### config.mk
export PLATFORM = sky130hd
export DESIGN_NAME = mmio_bank
export DESIGN_NICKNAME = d
export VERILOG_FILES = /design/src/rtl/mmio_pkg.sv /design/src/rtl/mmio_sync.sv /design/src/rtl/mmio_bank.sv
export SDC_FILE = /design/constraint.sdc
export NUM_CORES = 1
export LEC_CHECK = 0
export CORE_MARGIN = 10
export CORE_UTILIZATION = 43
export DETAILED_ROUTE_END_ITERATION = 12
export HOLD_SLACK_MARGIN = 0.05
export PLACE_DENSITY_LB_ADDON = 0.3
export SLEW_MARGIN = 20
export SYNTH_ARGS = -nofsm -noshare
export SYNTH_HDL_FRONTEND = slang
export SYNTH_SLANG_ARGS = --single-unit
### constraint.sdc
create_clock -name Clk -period 2.1 [get_ports Clk]
set_input_delay 0.21 -clock Clk [delete_from_list [all_inputs] [get_ports Clk]]
set_output_delay 0.21 -clock Clk [all_outputs]
set_load 0.005 [all_outputs]
### src/rtl/mmio_pkg.sv
// ----------------------------------------------------------------------------
// mmio_pkg
//   Shared definitions for the mmio_bank register bank:
//     - request size encodings (SZ_BYTE / SZ_WORD)
//     - bus FSM state encoding
//     - word-offset helpers for the registers that follow the OUTk block
// ----------------------------------------------------------------------------
package mmio_pkg;

    localparam logic SZ_BYTE = 1'b0;
    localparam logic SZ_WORD = 1'b1;

    typedef enum logic {
        ST_IDLE = 1'b0,
        ST_RESP = 1'b1
    } state_t;

    // The OUTk registers occupy offsets 0..num_out-1; the rest follow them.
    function automatic int unsigned OFF_IN(input int unsigned num_out);
        return num_out;
    endfunction

    function automatic int unsigned OFF_STATUS(input int unsigned num_out);
        return num_out + 1;
    endfunction

    function automatic int unsigned OFF_ENABLE(input int unsigned num_out);
        return num_out + 2;
    endfunction

endpackage

### src/rtl/mmio_sync.sv
// ----------------------------------------------------------------------------
// mmio_sync
//   IN_W-bit multi-flop synchroniser for asynchronous input pins.
//   Optional macro: MMIO_BANK_IRQ_EN adds the rising-edge pulse output.
// Ports
//   Clk      in   clock
//   Reset_n  in   asynchronous active-low reset
//   pins_in  in   raw asynchronous pins
//   sync_out out  synchronised pins (last stage)
//   rise     out  (MMIO_BANK_IRQ_EN only) high in the cycle whose closing edge
//                 makes a synchronised bit go 0->1
// ----------------------------------------------------------------------------
module mmio_sync #(
    parameter int IN_W   = 7,
    parameter int STAGES = 2
) (
    input  logic            Clk,
    input  logic            Reset_n,
    input  logic [IN_W-1:0] pins_in,
    output logic [IN_W-1:0] sync_out
`ifdef MMIO_BANK_IRQ_EN
    ,
    output logic [IN_W-1:0] rise
`endif
);

    logic [IN_W-1:0] stage_reg [STAGES];

    always_ff @(posedge Clk or negedge Reset_n) begin
        if (!Reset_n) begin
            for (int i = 0; i < STAGES; i++) begin
                stage_reg[i] <= '0;
            end
        end else begin
            stage_reg[0] <= pins_in;
            for (int i = 1; i < STAGES; i++) begin
                stage_reg[i] <= stage_reg[i-1];
            end
        end
    end

    assign sync_out = stage_reg[STAGES-1];

`ifdef MMIO_BANK_IRQ_EN
    // Looking one stage ahead lets the flag register update on the same edge
    // that the synchronised value changes.
    assign rise = stage_reg[STAGES-2] & ~stage_reg[STAGES-1];
`endif

endmodule

### src/rtl/mmio_bank.sv
// ----------------------------------------------------------------------------
// mmio_bank
//   Memory-mapped IO register bank on a valid/ready request bus with a
//   one-cycle response pulse. Word offsets from BASE_ADDR:
//     0..NUM_OUT-1  OUTk    RW, drive out_regs
//     NUM_OUT       IN      RO, synchronised pins_in (zero-extended)
//     NUM_OUT+1     STATUS  W1C edge flags    (MMIO_BANK_IRQ_EN only)
//     NUM_OUT+2     ENABLE  RW interrupt mask (MMIO_BANK_IRQ_EN only)
//   Optional macro: MMIO_BANK_IRQ_EN (edge-capture interrupt).
// Ports
//   Clk, Reset_n           clock, asynchronous active-low reset
//   req_valid/req_ready    request handshake (ready only while idle)
//   req_we, req_size       1=write / 0=read, 0=byte / 1=word
//   req_addr, req_wdata    byte address, write data (bytes use [7:0])
//   resp_valid             one-cycle response pulse
//   resp_rdata, resp_err   read data and error flag, valid with resp_valid
//   out_regs               OUTk on [32k+31:32k]
//   pins_in                asynchronous input pins
//   irq                    level interrupt (0 when the feature is absent)
// ----------------------------------------------------------------------------
module mmio_bank
    import mmio_pkg::*;
#(
    parameter logic [31:0] BASE_ADDR   = 32'h2000,
    parameter int          NUM_OUT     = 4,
    parameter int          IN_W        = 7,
    parameter int          SYNC_STAGES = 2
) (
    input  logic                   Clk,
    input  logic                   Reset_n,
    input  logic                   req_valid,
    output logic                   req_ready,
    input  logic                   req_we,
    input  logic                   req_size,
    input  logic [31:0]            req_addr,
    input  logic [31:0]            req_wdata,
    output logic                   resp_valid,
    output logic [31:0]            resp_rdata,
    output logic                   resp_err,
    output logic [NUM_OUT*32-1:0]  out_regs,
    input  logic [IN_W-1:0]        pins_in,
    output logic                   irq
);

`ifdef MMIO_BANK_IRQ_EN
    localparam int unsigned NUM_OFFS = OFF_ENABLE(NUM_OUT) + 1;
`else
    localparam int unsigned NUM_OFFS = OFF_IN(NUM_OUT) + 1;
`endif

    state_t          state_reg;
    logic            ready_reg;
    logic            resp_valid_reg;
    logic [31:0]     resp_rdata_reg;
    logic            resp_err_reg;

    logic [31:0]     rel_addr;
    logic [31:0]     word_off;
    logic [1:0]      lane;
    logic            in_window;
    logic            misaligned;
    logic            acc_err;
    logic            accept;
    logic            do_write;
    logic [31:0]     wmask;
    logic [31:0]     wval;
    logic [31:0]     rd_word;
    logic [31:0]     rdata_next;
    logic [IN_W-1:0] pins_sync;

    // ---------------- decode ----------------
    assign rel_addr   = req_addr - BASE_ADDR;
    assign word_off   = rel_addr >> 2;
    assign lane       = req_addr[1:0];
    assign in_window  = (req_addr >= BASE_ADDR) && (word_off < NUM_OFFS);
    assign misaligned = (req_size == SZ_WORD) && (lane != 2'd0);
    assign acc_err    = !in_window || misaligned ||
                        (req_we && (word_off == OFF_IN(NUM_OUT)));
    assign accept     = (state_reg == ST_IDLE) && req_valid;
    assign do_write   = accept && req_we && !acc_err;

    // Byte writes replicate the byte so the mask alone selects the lane.
    always_comb begin
        if (req_size == SZ_BYTE) begin
            wmask = 32'h0000_00FF << {lane, 3'b000};
            wval  = {4{req_wdata[7:0]}};
        end else begin
            wmask = '1;
            wval  = req_wdata;
        end
    end

    // ---------------- OUTk registers ----------------
    generate
        for (genvar gi = 0; gi < NUM_OUT; gi++) begin : g_out
            logic [31:0] val_reg;
            always_ff @(posedge Clk or negedge Reset_n) begin
                if (!Reset_n) begin
                    val_reg <= '0;
                end else if (do_write && (word_off == 32'(gi))) begin
                    val_reg <= (val_reg & ~wmask) | (wval & wmask);
                end
            end
            assign out_regs[32*gi +: 32] = val_reg;
        end
    endgenerate

    // ---------------- input pins / interrupt ----------------
`ifdef MMIO_BANK_IRQ_EN
    logic [IN_W-1:0] pins_rise;
    logic [IN_W-1:0] status_reg;
    logic [IN_W-1:0] enable_reg;
    logic [IN_W-1:0] status_clr;
    logic            irq_reg;

    mmio_sync #(
        .IN_W   (IN_W),
        .STAGES (SYNC_STAGES)
    ) u_sync (
        .Clk      (Clk),
        .Reset_n  (Reset_n),
        .pins_in  (pins_in),
        .sync_out (pins_sync),
        .rise     (pins_rise)
    );

    assign status_clr = (do_write && (word_off == OFF_STATUS(NUM_OUT))) ?
                        (wval[IN_W-1:0] & wmask[IN_W-1:0]) : '0;

    always_ff @(posedge Clk or negedge Reset_n) begin
        if (!Reset_n) begin
            status_reg <= '0;
            enable_reg <= '0;
            irq_reg    <= 1'b0;
        end else begin
            // OR-ing the new edges after the clear makes a coincident edge win.
            status_reg <= (status_reg & ~status_clr) | pins_rise;
            if (do_write && (word_off == OFF_ENABLE(NUM_OUT))) begin
                enable_reg <= (enable_reg & ~wmask[IN_W-1:0]) |
                              (wval[IN_W-1:0] & wmask[IN_W-1:0]);
            end
            irq_reg <= |(status_reg & enable_reg);
        end
    end

    assign irq = irq_reg;
`else
    mmio_sync #(
        .IN_W   (IN_W),
        .STAGES (SYNC_STAGES)
    ) u_sync (
        .Clk      (Clk),
        .Reset_n  (Reset_n),
        .pins_in  (pins_in),
        .sync_out (pins_sync)
    );

    assign irq = 1'b0;
`endif

    // ---------------- read mux ----------------
    always_comb begin
        rd_word = '0;
        for (int k = 0; k < NUM_OUT; k++) begin
            if (word_off == 32'(k)) begin
                rd_word = out_regs[32*k +: 32];
            end
        end
        if (word_off == OFF_IN(NUM_OUT)) begin
            rd_word[IN_W-1:0] = pins_sync;
        end
`ifdef MMIO_BANK_IRQ_EN
        if (word_off == OFF_STATUS(NUM_OUT)) begin
            rd_word[IN_W-1:0] = status_reg;
        end
        if (word_off == OFF_ENABLE(NUM_OUT)) begin
            rd_word[IN_W-1:0] = enable_reg;
        end
`endif
    end

    always_comb begin
        if (acc_err || req_we) begin
            rdata_next = '0;
        end else if (req_size == SZ_BYTE) begin
            rdata_next = {24'h0, rd_word[{lane, 3'b000} +: 8]};
        end else begin
            rdata_next = rd_word;
        end
    end

    // ---------------- bus FSM ----------------
    always_ff @(posedge Clk or negedge Reset_n) begin
        if (!Reset_n) begin
            state_reg      <= ST_IDLE;
            ready_reg      <= 1'b1;
            resp_valid_reg <= 1'b0;
            resp_rdata_reg <= '0;
            resp_err_reg   <= 1'b0;
        end else begin
            case (state_reg)
                ST_IDLE: begin
                    if (req_valid) begin
                        state_reg      <= ST_RESP;
                        ready_reg      <= 1'b0;
                        resp_valid_reg <= 1'b1;
                        resp_rdata_reg <= rdata_next;
                        resp_err_reg   <= acc_err;
                    end
                end
                ST_RESP: begin
                    state_reg      <= ST_IDLE;
                    ready_reg      <= 1'b1;
                    resp_valid_reg <= 1'b0;
                end
            endcase
        end
    end

    assign req_ready  = ready_reg;
    assign resp_valid = resp_valid_reg;
    assign resp_rdata = resp_rdata_reg;
    assign resp_err   = resp_err_reg;

endmodule

==> results.ini <==
[setup_path]
cp_data_required_time_ps=2420
reg2regPathDepth=8
crit_path_max_fanout=8
cp-end-kind=flip-flop
start_kind=input pin
arrival_ps=2640
r2r_start=state_reg
worstSetupPathType=in -> reg
r2r_slack_ps=-20
critPathLaunch=req_addr[25]

[clock_tree]
h-tree-depth=4
clockBufferDepth=2
root_buffer=clkbuf_16
cts_tree=yes
cts.clk_slew.worst_paths_ps=70
cts_sinks=178
cts_buffers=17
clock_latency_ps=430

[grt]
overflow=0
antenna_found_initial=0
first_global_vias=7320
grt_max_degree=59
grt_pass1_wl_mm=45.16
grt.total_usage_pct=22.78

[flow_run]
cap_viol_max_count=0

[die]
die_w_microns=159.1
coreArea_sq_um=18890
start_util_pct=44.07
dieArea_sq_um=25330
die_h_microns=159.1
io_pins=240
fp-row-count=50

[timing]
slew_viol_final=0
clock.fmax_mhz=431.1
setup_violations=118
fin_skew_ps=10.78
final.setup.worst_slack_ps=-219.5
hold_slack_ps=219.9
slew_headroom_pct=61.07
hold_viol=0
worstMarginPinSlew_ps=584.0
rsz0062_at_grt=true
period_share_pct=110.5
fin_crit_ps=2319

[yosys]
synth_xor_area_share_pct=0.1052
ys_ff_latch=178
avgSynthCellArea_sq_um=12.99
synth.area.mux_share_pct=26.09
synth_fa_ha_area_share_pct=0.1503
seq_area_frac_synth_pct=53.52
synthFlopType=dfrtp_1
synth_compound_area_share_pct=7.018
yosys.area_share.simple_pct=11.15
yosysWarnings=0
ys_top_cells_by_area=dfrtp_1 (53%), mux2_2 (17%), mux4_2 (8.7%)
synth_edf_count=0
synth.cell_area_sq_um=8325
async_flop_share_pct=100.0
synthesis.nets=718
synth_top_family_by_area=multiplexers
yosysUniqueCellTypes=55
synth_top_area_cell=dfrtp_1
syn_inst=641
synth_top_area_share_pct=53.20

[routing]
wl_met3_mm=2.064
wl_per_cell_microns=23.95
antenna_left=0
finalWirelength_mm=30.18
top_layer=met4
wl_met2_mm=14.60
vias=6940
first_iter_violations=511
drc=0
wirelength_met1_mm=12.95
dr.pass1.iters=5
detail_route.vias_per_cell=5.508

[pwr]
leakagePower_nw=5.891
ir_drop_uv=572.3
pwr_density_cell_nw_per_um2=551.0
power_mw=7.171

[layout]
diodes=0
layout.nets=1065
drive_gt1_share_pct=37.20
fin_util_pct=68.89
area_growth_pct=56.33
layoutNonFillerInstCount=1260

[status]
violations=negative setup slack
status=finished, violations left

[min_path]
min-delay-start=pins_in[2]
holdPathStages=1
hold_class=in -> reg
holdPathEnd=u_sync.stage_reg[9]

[placed_design]
portBuffers=238
dpl.hpwl_mm=22.03
dp_cells=1200
gp_congestion=0.8855
place_ws_ps=-907.5

[cell families after synthesis]
| logic type | Yosys count |
|---|---|
| buffers and inverters | 40 |
| xor gates and xnor gates | 1 |
| AOI/OAI and AO/OA | 76 |
| muxes | 161 |
| other | 1 |
| adders and majority gates | 1 |
| and+or+nand+nor | 183 |
| DFF | 178 |
[synthesized netlist by cell type (7+ instances only)]
cell type / count
a22o_1: 24
a22oi_1: 7
a311oi_1: 7
a31oi_1: 10
clkbuf_1: 22
dfrtp_1: 177
inv_1: 8
mux2_2: 127
mux4_2: 32
nand2_1: 100
nand3_1: 13
nand4_1: 10
nor2_1: 14
o2111ai_1: 7
[critical path: stages]
cell,delay (ps)
buf_6,90
or4_4,530
or3_4,390
or4_4,570
buf_6,150
nor4_4,190
buf_12,190
mux2_4,310
[final cells by class]
type	count	area (sq um)
clock buffer	20	446.7
inverter	8	32.53
multi-input combinational	423	4114
tap	260	325.3
fill	1385	5878
sequential	178	4456
clock inverter	11	106.4
timing repair buffer	360	3535
[power breakdown]
group	internal [mW]	leakage [nW]	total (mW)	switching, mW
Combinational	0.313	3.20	0.688	0.375
Clock	1.66	0.251	3.03	1.36
Sequential	3.45	2.44	3.45	0.00681
[per-layer routing]
metal,global-route usage (%),vias to the layer above
met5,0,-
met4,6.192,0
met3,6.171,30
met2,36.35,256
met1,29.94,3554
li1,-,3100
[what timing repair did]
| item | 4_1_cts | 5_1_grt |
|---|---|---|
| resized for setup | 113 | 53 |
| hold buffers | 1 | 0 |
| endpoints found under the setup margin | 160 | 160 |
| buffers inserted | 22 | 8 |
| pin swaps | 27 | 27 |
| gates cloned | 0 | 4 |
| hold endpoints to repair | 53 | 0 |
[layout by cell type, fill, tap and decap left out, drive strengths merged, types with 4 or more instances in the layout]
master         count
a311oi             7
nor2              14
dfrtp            177
nand3             13
nor4               8
clkinvlp           6
a22o              24
buf              131
nand4             10
clkbuf            24
o2111ai            7
dlygate4sd2        8
mux2             128
inv               10
clkdlybuf4s15      4
nand2            100
a22oi              7
and3               6
nor3               7
o21ai              7
nor2b              5
a31oi             10
clkdlybuf4s50    212
mux4              32
[worst max path at each step]
stage                end  slack (ps)  depth (start not counted)
2_1_floorplan  flip-flop        -400                          5
6_report       flip-flop        -220                          8
3_3_place_gp   flip-flop        -880                          7
5_1_grt        flip-flop        -240                          8
4_1_cts        flip-flop        -290                          8
3_5_place_dp   flip-flop        -910                          7
[stage by stage]
step / cell area (sq um) / setup TNS, ps
finish: 13020 / -9574
global route: 13020 / -15140
CTS: 12730 / -4545
detailed placement: 11820 / -119980
global placement: 11820 / -118820
floorplan: 8434 / -38920
(Power assumes the default switching activity.)
